## config.mk

```make
export PLATFORM = sky130hd
export DESIGN_NAME = dot_product_engine_flat
export DESIGN_NICKNAME = d
export VERILOG_FILES = /design/src/rtl/dot_product_engine_if.sv /design/src/rtl/dot_product_engine.sv /design/src/flat_wrapper.sv
export SDC_FILE = /design/constraint.sdc
export NUM_CORES = 1
export LEC_CHECK = 0
export ABC_AREA = 0
export BUFFER_PORTS_ARGS = -buffer_cell sky130_fd_sc_hd__buf_2
export CORE_MARGIN = 8
export CORE_UTILIZATION = 58
export DETAILED_ROUTE_END_ITERATION = 10
export PLACE_DENSITY_LB_ADDON = 0.2
export SLEW_MARGIN = 20
export SYNTH_ARGS = -nofsm -noshare
export SYNTH_HDL_FRONTEND = slang
export SYNTH_SLANG_ARGS = --single-unit
```

## constraint.sdc

```tcl
create_clock -name clk -period 6.5 [get_ports clk]
set_input_delay 0.65 -clock clk [delete_from_list [all_inputs] [get_ports clk]]
set_output_delay 0.65 -clock clk [all_outputs]
set_load 0.005 [all_outputs]
```

## src/rtl/dot_product_engine_if.sv

```systemverilog
// Handshake bundle for dot_product_engine: job setup, operand stream
// and result channel.
interface dot_product_engine_if #(
  parameter int DATA_WIDTH = 8,
  parameter int LANES      = 2,
  parameter int ACC_W      = 24,
  parameter int SHW        = 3
);
  logic                        start;
  logic [7:0]                  len;
  logic                        signed_mode;
  logic [SHW-1:0]              shift_cnt;
  logic                        in_valid;
  logic                        in_ready;
  logic [LANES*DATA_WIDTH-1:0] a_in;
  logic [LANES*DATA_WIDTH-1:0] b_in;
  logic                        out_valid;
  logic                        out_ready;
  logic [ACC_W-1:0]            acc_out;
  logic [DATA_WIDTH-1:0]       data_out;
  logic                        ovf;
  logic                        busy;

  modport master (
    output start, len, signed_mode, shift_cnt,
    output in_valid, a_in, b_in, out_ready,
    input  in_ready, out_valid, acc_out,
    input  data_out, ovf, busy
  );

  modport slave (
    input  start, len, signed_mode, shift_cnt,
    input  in_valid, a_in, b_in, out_ready,
    output in_ready, out_valid, acc_out,
    output data_out, ovf, busy
  );
endinterface

```

## src/rtl/dot_product_engine.sv

```systemverilog
// Two-stage multiply/accumulate dot product over a streamed job,
// with shifted and saturated narrow result.
module dot_product_engine #(
  parameter int DATA_WIDTH = 8,
  parameter int LANES      = 2,
  parameter int ACC_W      = 24,
  parameter int SHW        = 3
) (
  input logic                 clk,
  input logic                 rst,
  dot_product_engine_if.slave bus
);
  localparam int PW = 2*DATA_WIDTH + $clog2(LANES);

  typedef enum logic [1:0] {
    IDLE, RUN, DRAIN, DONE
  } state_t;

  state_t state_q, state_d;

  logic [7:0]            len_q;
  logic [7:0]            cnt_q;
  logic                  mode_q;
  logic [SHW-1:0]        shift_q;
  logic                  s1_valid;
  logic [PW-1:0]         s1_sum;
  logic [ACC_W-1:0]      acc_q;
  logic                  ovf_q;

  logic                  go;
  logic                  accept;
  logic                  last;
  logic [PW-1:0]         lane_sum;
  logic [ACC_W-1:0]      s1_ext;
  logic [ACC_W-1:0]      acc_sum;
  logic                  carry;
  logic                  ovf_now;
  logic [ACC_W-1:0]      shifted;
  logic [DATA_WIDTH-1:0] sat;

  function automatic logic [PW-1:0] ext_op(
    input logic [DATA_WIDTH-1:0] v,
    input logic                  s
  );
    if (s) ext_op = PW'($signed(v));
    else   ext_op = PW'(v);
  endfunction

  assign go     = (state_q == IDLE) && bus.start;
  assign accept = bus.in_valid && bus.in_ready;
  assign last   = (cnt_q + 8'd1) == len_q;

  always_comb begin
    lane_sum = '0;
    for (int i = 0; i < LANES; i++) begin
      lane_sum = lane_sum +
        ext_op(bus.a_in[i*DATA_WIDTH +: DATA_WIDTH], mode_q) *
        ext_op(bus.b_in[i*DATA_WIDTH +: DATA_WIDTH], mode_q);
    end
  end

  always_comb begin
    if (mode_q) s1_ext = ACC_W'($signed(s1_sum));
    else        s1_ext = ACC_W'(s1_sum);
    {carry, acc_sum} = {1'b0, acc_q} + {1'b0, s1_ext};
    if (mode_q)
      ovf_now = (acc_q[ACC_W-1] == s1_ext[ACC_W-1]) &&
                (acc_sum[ACC_W-1] != acc_q[ACC_W-1]);
    else
      ovf_now = carry;
  end

  always_comb begin
    if (mode_q) shifted = ACC_W'($signed(acc_q) >>> shift_q);
    else        shifted = acc_q >> shift_q;
    sat = shifted[DATA_WIDTH-1:0];
    if (mode_q) begin
      if (!(shifted[ACC_W-1:DATA_WIDTH-1] == '0 ||
            shifted[ACC_W-1:DATA_WIDTH-1] == '1))
        sat = shifted[ACC_W-1] ? {1'b1, {(DATA_WIDTH-1){1'b0}}}
                               : {1'b0, {(DATA_WIDTH-1){1'b1}}};
    end else if (|shifted[ACC_W-1:DATA_WIDTH]) begin
      sat = '1;
    end
  end

  always_ff @(posedge clk or posedge rst) begin
    if (rst) state_q <= IDLE;
    else     state_q <= state_d;
  end

  always_comb begin
    state_d = state_q;
    unique case (state_q)
      IDLE:  if (bus.start)
               state_d = (bus.len == 8'd0) ? DRAIN : RUN;
      RUN:   if (accept && last) state_d = DRAIN;
      DRAIN: if (!s1_valid) state_d = DONE;
      DONE:  if (bus.out_ready) state_d = IDLE;
      default: state_d = IDLE;
    endcase
  end

  // An empty job pushes a zero entry through stage 1 so it sees the
  // same two-cycle start-to-result latency as the last beat of a job.
  always_ff @(posedge clk or posedge rst) begin
    if (rst) begin
      len_q    <= '0;
      cnt_q    <= '0;
      mode_q   <= 1'b0;
      shift_q  <= '0;
      s1_valid <= 1'b0;
      s1_sum   <= '0;
      acc_q    <= '0;
      ovf_q    <= 1'b0;
    end else if (go) begin
      len_q    <= bus.len;
      mode_q   <= bus.signed_mode;
      shift_q  <= bus.shift_cnt;
      cnt_q    <= '0;
      acc_q    <= '0;
      ovf_q    <= 1'b0;
      s1_valid <= (bus.len == 8'd0);
      s1_sum   <= '0;
    end else begin
      s1_valid <= accept;
      if (accept) begin
        s1_sum <= lane_sum;
        cnt_q  <= cnt_q + 8'd1;
      end
      if (s1_valid) begin
        acc_q <= acc_sum;
        if (ovf_now) ovf_q <= 1'b1;
      end
    end
  end

  assign bus.in_ready  = (state_q == RUN) && (cnt_q < len_q);
  assign bus.out_valid = (state_q == DONE);
  assign bus.busy      = (state_q != IDLE);
  assign bus.acc_out   = acc_q;
  assign bus.data_out  = sat;
  assign bus.ovf       = ovf_q;
endmodule

```

## src/flat_wrapper.sv

```systemverilog
// flat-port wrapper written by rule: the top's interface ports become plain ports
module dot_product_engine_flat 
#(
  parameter int DATA_WIDTH = 8,
  parameter int LANES      = 2,
  parameter int ACC_W      = 24,
  parameter int SHW        = 3
)
  (clk, rst, bus_start, bus_len, bus_signed_mode, bus_shift_cnt, bus_in_valid, bus_a_in, bus_b_in, bus_out_ready, bus_in_ready, bus_out_valid, bus_acc_out, bus_data_out, bus_ovf, bus_busy);
  dot_product_engine_if #(.DATA_WIDTH(DATA_WIDTH), .LANES(LANES), .ACC_W(ACC_W), .SHW(SHW)) bus_i ();
  input logic clk;
  input logic rst;
  input wire logic [$bits(bus_i.start)-1:0] bus_start;
  input wire logic [$bits(bus_i.len)-1:0] bus_len;
  input wire logic [$bits(bus_i.signed_mode)-1:0] bus_signed_mode;
  input wire logic [$bits(bus_i.shift_cnt)-1:0] bus_shift_cnt;
  input wire logic [$bits(bus_i.in_valid)-1:0] bus_in_valid;
  input wire logic [$bits(bus_i.a_in)-1:0] bus_a_in;
  input wire logic [$bits(bus_i.b_in)-1:0] bus_b_in;
  input wire logic [$bits(bus_i.out_ready)-1:0] bus_out_ready;
  output wire logic [$bits(bus_i.in_ready)-1:0] bus_in_ready;
  output wire logic [$bits(bus_i.out_valid)-1:0] bus_out_valid;
  output wire logic [$bits(bus_i.acc_out)-1:0] bus_acc_out;
  output wire logic [$bits(bus_i.data_out)-1:0] bus_data_out;
  output wire logic [$bits(bus_i.ovf)-1:0] bus_ovf;
  output wire logic [$bits(bus_i.busy)-1:0] bus_busy;
  assign bus_i.start = bus_start;
  assign bus_i.len = bus_len;
  assign bus_i.signed_mode = bus_signed_mode;
  assign bus_i.shift_cnt = bus_shift_cnt;
  assign bus_i.in_valid = bus_in_valid;
  assign bus_i.a_in = bus_a_in;
  assign bus_i.b_in = bus_b_in;
  assign bus_i.out_ready = bus_out_ready;
  assign bus_in_ready = bus_i.in_ready;
  assign bus_out_valid = bus_i.out_valid;
  assign bus_acc_out = bus_i.acc_out;
  assign bus_data_out = bus_i.data_out;
  assign bus_ovf = bus_i.ovf;
  assign bus_busy = bus_i.busy;
  dot_product_engine #(.DATA_WIDTH(DATA_WIDTH), .LANES(LANES), .ACC_W(ACC_W), .SHW(SHW)) u_core (.clk(clk), .rst(rst), .bus(bus_i));
endmodule
```

== Word-level counts from Yosys, hierarchy flattened ==
Index checks and enable logic that the tools add are counted.

* $add $sub $neg: 3
* Multiply operators: 2
* Magnitude comparators: 1
* Eq/ne operators: 11
* Shift operators: 2
* Multiplexer cells: 27
* Reduce and logical (&&, ||, !) cells: 16

{| class="wikitable"
|+ Operator list
! kind !! count
|-
| two-way mux 17 bit || 6
|-
| two-way mux 24 bit || 4
|-
| two-way mux 8 bit || 6
|-
| multiplier 17 x 17 -> 17 bit || 2
|-
| adder 24 x 24 -> 25 bit || 1
|-
| >> shifter 24 x 3 -> 24 bit || 1
|-
| >>> shifter 24 x 3 -> 24 bit || 1
|-
| adder 17 bit || 1
|-
| == test 17 bit, second input constant || 1
|-
| logical NOT 17 bit || 1
|-
| OR reduction 16 bit || 1
|-
| two-way mux 2 bit || 5
|-
| adder 8 x 1 -> 8 bit, second input constant || 1
|-
| == test 8 bit || 1
|-
| logical NOT 8 bit || 1
|-
| < comparator 8 bit || 1
|-
| one-hot mux 2 bit (4 select lines) || 1
|-
| nonzero test 2 bit || 4
|-
| != test 2 bit, second input constant || 3
|-
| logical AND 1 bit || 5
|-
| two-way mux 1 bit || 5
|-
| == test 2 bit, second input constant || 2
|-
| AND reduction 4 bit || 1
|-
| == test 2 x 1 -> 1 bit, second input constant || 1
|-
| other kinds (6) || 6
|}

* Register bits after elaboration: 65
* Input port bits: 49
* Output and inout bits: 36
* Logic and storage cells: 71

== Longest topological paths before layout ==
* Word-level depth: 8
* Mapped depth: 28
* Mapped depth without buffers: 25

== Worst setup path after synthesis ==
OpenSTA, ideal clock, no wires.

* Kind: reg-to-reg
* Start: reg u_core.mode_q
* End: reg u_core.s1_sum[14]
* Setup time: 0.078 ns
* Data arrival time: 6.528 ns
* Data required time: 6.422 ns
* Slack: -0.106 ns
* Stages on the path, launching flop included: 25
* Path buffers: 3
* Clock period less this slack: 6.606 ns
* Cells stage by stage: dfrtp_1 -> buf_2 -> clkbuf_1 -> clkbuf_1 -> nand3_1 -> fa_1 -> fa_1 -> inv_1 -> fa_1 -> inv_1 -> fa_1 -> inv_1 -> fa_1 -> fa_1 -> fa_1 -> inv_1 -> fa_1 -> inv_1 -> ha_1 -> or3_1 -> nor3_1 -> nor2_1 -> xor2_1 -> nand2_1 -> a21oi_1

* Cells in the longest elaborated chain, start to end: 5
* Elaborated cells on any way between the ends: 9
* Classes of those cells: add/sub: 1; mul: 2; mux: 6

{| class="wikitable"
|+ RTL lines
! what !! RTL line !! RTL
|-
| start, declared || dot_product_engine.sv:23 || <nowiki>logic mode_q;</nowiki>
|-
| start signal, assigned || dot_product_engine.sv:118 || <nowiki>mode_q <= bus.signed_mode;</nowiki>
|-
| two-way mux 17 bit || dot_product_engine.sv:45 || <nowiki>if (s) ext_op = PW'($signed(v));</nowiki>
|-
| multiplier 17 x 17 -> 17 bit || dot_product_engine.sv:57 || <nowiki>ext_op(bus.a_in[i*DATA_WIDTH +: DATA_WIDTH], mode_q) *</nowiki>
|-
| adder 17 bit * || dot_product_engine.sv:56 || <nowiki>lane_sum = lane_sum +</nowiki>
|-
| two-way mux 17 bit * || dot_product_engine.sv:127 || <nowiki>if (accept) begin</nowiki>
|-
| two-way mux 17 bit * || dot_product_engine.sv:116 || <nowiki>end else if (go) begin</nowiki>
|-
| end signal, assigned || dot_product_engine.sv:128 || <nowiki>s1_sum <= lane_sum;</nowiki>
|-
| end, declared || dot_product_engine.sv:26 || <nowiki>logic [PW-1:0] s1_sum;</nowiki>
|}

Every way passes the cells marked *; elsewhere a longest branch is shown, timed or not. The select of a mux whose other input is x is not followed.
A chain may end at the register's enable or synchronous reset.

== Worst setup path after layout ==
* Start: reg u_core.mode_q
* End: reg u_core.s1_sum[12]

The elaborated chain is that of the path after synthesis.

==> flow_summary_export.csv <==
group,metric,value,unit
run_status,status,"finished, final reports clean",
critical_path,crit_top_cell,"fa_1",
min_path,min-delay-start,"u_core.len_q[0]$_DFFE_PP0P_",
synth,postSynthAreaPerCell,9.06,sq um
floorplanning,rows,54,
synth,ys_dominant_reg_cell,"dfrtp_1",
flow_run,drv_cap,0,
floorplanning,die_width,165,um
critical_path,worstPathArrival,6.60,ns
global_routing,antenna_found_initial,0,
min_path,worstHoldPathType,"reg -> reg",
synth,synth_area,0.0128,sq mm
global_routing,grt_max_degree,69,
min_path,min_path_cells,2,
synth,synth_edf_count,0,
synth,syn_nets,1798,
floorplanning,dieHeight,165,um
critical_path,crit_cells,21,
synth,ys_ff_latch,65,
global_routing,overflow,0,
global_routing,grt.met2_usage,41.3,%
sta,rsz0062_at_grt,"yes",
route,wl,29000,um
cts,h-tree-depth,3,
layout,drive_gt1_share,15.6,%
route,first_pass_iters,4,
cts,cts-buffers-inserted,9,
synth,ys_types,63,
sta,finalCriticalPeriod,6.35,ns
min_path,min_to,"u_core.len_q[0]$_DFFE_PP0P_",
global_routing,grtUsageTotal,22.3,%
layout,nets,1938,
synth,seq_area_frac_synth,12.7,%
critical_path,reg2reg_slack,0.15,ns
critical_path,crit_required,6.75,ns
critical_path,slowest_stage,"fa_2",
critical_path,reg2reg_depth,21,
cts,clockRootBuffer,"clkbuf_16",
cts,clk_pin_slew,0.06,ns
route,viasPerCell,5.39,
cts,worstSkewPairLatency,0.33,ns
sta,setup_violations,0,
critical_path,crit_chain,"and2_4 > nand2_2 > fa_2 > fa_1 > fa_1 > fa_1 > fa_1 > inv_1 > fa_1 > fa_1 > inv_1 > fa_1 > inv_2 > ha_4 > nand3_1 > a211oi_2 > buf_4 > nor3_1 > xnor2_1 > nand2_1 > a21oi_1",
synth,synth_top_cell_area_share,31.0,%
critical_path,r2r-end,"u_core.s1_sum[12]$_DFFE_PP0P_",
layout,fillers,1786,
global_routing,grt-busiest-layer,"met2",
synth,ys_top_cells_by_area,"fa_1, ha_1, dfrtp_1",
place,place_hpwl,24800,um
route,first_iter_violations,444,
sta,slew_violations,0,
critical_path,crit_buf_inv,4,
layout,syn2layout_area_growth,14.0,%
sta,finClkSkew,0.00785,ns
sta,tns,0,ns
global_routing,grt_use_met3,2.02,%
synth,yosysWarnings,0,
critical_path,start_kind,"flop",
route,antenna_left,0,
sta,worst_pin_slew,0.808,ns
cts,cts.sinks,65,
floorplanning,ioPinCount,85,
floorplanning,die_area,0.0271,sq mm
place,place_congestion,0.894,
cts,tritoncts,"done",
synth,synth_common_cells,"inv_1, fa_1, nand2_1",
place,port-buffer-count,84,
layout,antenna_cells,0,
route,routed-via-count,9908,
critical_path,path_class,"reg -> reg",
synth,synth_top_area_cell,"fa_1",
critical_path,slowest_delay,0.65,ns
critical_path,r2r-start,"u_core.mode_q$_DFFE_PP0P_",
synth,yosysMostFrequentCell,"inv_1",
global_routing,grt_pass1_wl,49600,um
cts,clockBufferDepth,2,
floorplanning,coreArea,0.0218,sq mm
route,wl_per_cell,15.8,um
global_routing,met1_usage,27.4,%
sta,relSlewSlack,46.1,%
synth,synth_cells,1413,
critical_path,crit_family,"adder cells",
synth,async_reset_ff_share,100,%
global_routing,first_global_vias,10600,
sta,max_freq,158,MHz
sta,final_hold_viol_count,0,
route,drc,0,
sta,timing.final.crit_share,97.7,%
critical_path,worstSetupEndpointType,"flop",
floorplanning,initial_utilization,58.8,%
critical_path,worst-path-max-fanout,8,
==> cell families (layout without fill, tap and decap cells) <==
family,count (synthesis),count (layout),synth area share (%)
AOI/OAI and AO/OA,195,195,9.52
and+or+nand+nor,377,377,14.7
muxes,48,48,3.80
DFF,65,65,12.7
xor gates and xnor gates,81,81,5.54
adders and majority gates,336,336,44.5
buffers and inverters,311,456,9.31
==> how the worst max path moves through the flow <==
stage	from	endpoint	slack, ns
floorplan	bus_a_in[7]	u_core.s1_sum[16]$_DFFE_PP0P_	0.03
global placement	bus_a_in[7]	u_core.s1_sum[16]$_DFFE_PP0P_	-0.17
detailed placement	bus_a_in[7]	u_core.s1_sum[16]$_DFFE_PP0P_	-0.28
CTS	u_core.mode_q$_DFFE_PP0P_	u_core.s1_sum[14]$_DFFE_PP0P_	0.007
global route	u_core.mode_q$_DFFE_PP0P_	u_core.s1_sum[15]$_DFFE_PP0P_	-0.14
finish	u_core.mode_q$_DFFE_PP0P_	u_core.s1_sum[12]$_DFFE_PP0P_	0.15
==> area by class of cell <==
type                    instances  area (sq um)  share of cell area, %
multi-input cells            1037         10200                   69.9
flip-flops and latches         65          1630                   11.2
repair buffers                167          1060                   7.26
inverters                     273          1020                   7.02
well taps                     280           350                   2.40
clock buffers                  10           239                   1.64
clock inverters                 6          90.1                  0.617
==> worst reg2reg max path, cell delays in order (launching register included) <==
cell and delay [ns]:
dfrtp_2 0.51, and2_4 0.24, nand2_2 0.07, fa_2 0.65, fa_1 0.46, fa_1 0.54, fa_1 0.44, fa_1 0.50
inv_1 0.05, fa_1 0.44, fa_1 0.50, inv_1 0.05, fa_1 0.48, inv_2 0.05, ha_4 0.26, nand3_1 0.09
a211oi_2 0.34, buf_4 0.18, nor3_1 0.05, xnor2_1 0.13, nand2_1 0.08, a21oi_1 0.16
==> registers in the layout, indices dropped and copies added, names as in the netlist <==
signal and count:
u_core.len_q 8, u_core.state_q 2, u_core.bus.ovf 1, u_core.shift_q 3, u_core.s1_sum 17, u_core.s1_valid 1
u_core.bus.acc_out 24, u_core.cnt_q 8, u_core.mode_q 1
==> routing by layer <==
| metal | up-vias | part of all wire (%) |
|---|---|---|
| li1 | 4790 | - |
| met5 | - | 0 |
| met2 | 173 | 51 |
| met3 | 46 | 3.3 |
| met4 | 0 | 2.0 |
| met1 | 4899 | 44 |
==> what timing repair did <==
| item | in CTS | in global routing |
|---|---|---|
| hold endpoints to repair | 0 | 0 |
| resized for setup | 4 | 50 |
| setup buffers | 0 | 3 |
| cloned | 0 | 1 |
| pin swaps | 1 | 53 |
| hold buffers | 0 | 0 |
| endpoints found under the setup margin | 4 | 6 |
==> layout by cell type, fill, tap and decap left out, types with 43 or more instances in the layout <==
cell type  instances
a21oi_1           61
and2_1           101
buf_2             85
buf_4             77
dfrtp_1           64
fa_1             191
ha_1             131
inv_1            262
mux2i_1           43
nand2_1          133
nor2_1            43
o21ai_0           43
xnor2_1           71
==> per-stage QoR <==
step | instance area, sq um | setup slack, ns | util (%) | hold slack, ns | cells
finish | 14600 | 0.151 | 67.1 | 0.504 | 1838
global route | 14600 | -0.136 | 67.1 | 0.527 | 1838
CTS | 14300 | 0.00667 | 65.9 | 0.499 | 1834
detailed placement | 14000 | -0.284 | 64.3 | 0.484 | 1818
global placement | 14000 | -0.173 | 64.3 | 0.472 | 1818
floorplan | 12800 | 0.0347 | - | 0.450 | 1413
Power is not shown: default switching activity piles up to over one toggle a cycle in this logic, so the estimate is an artifact.
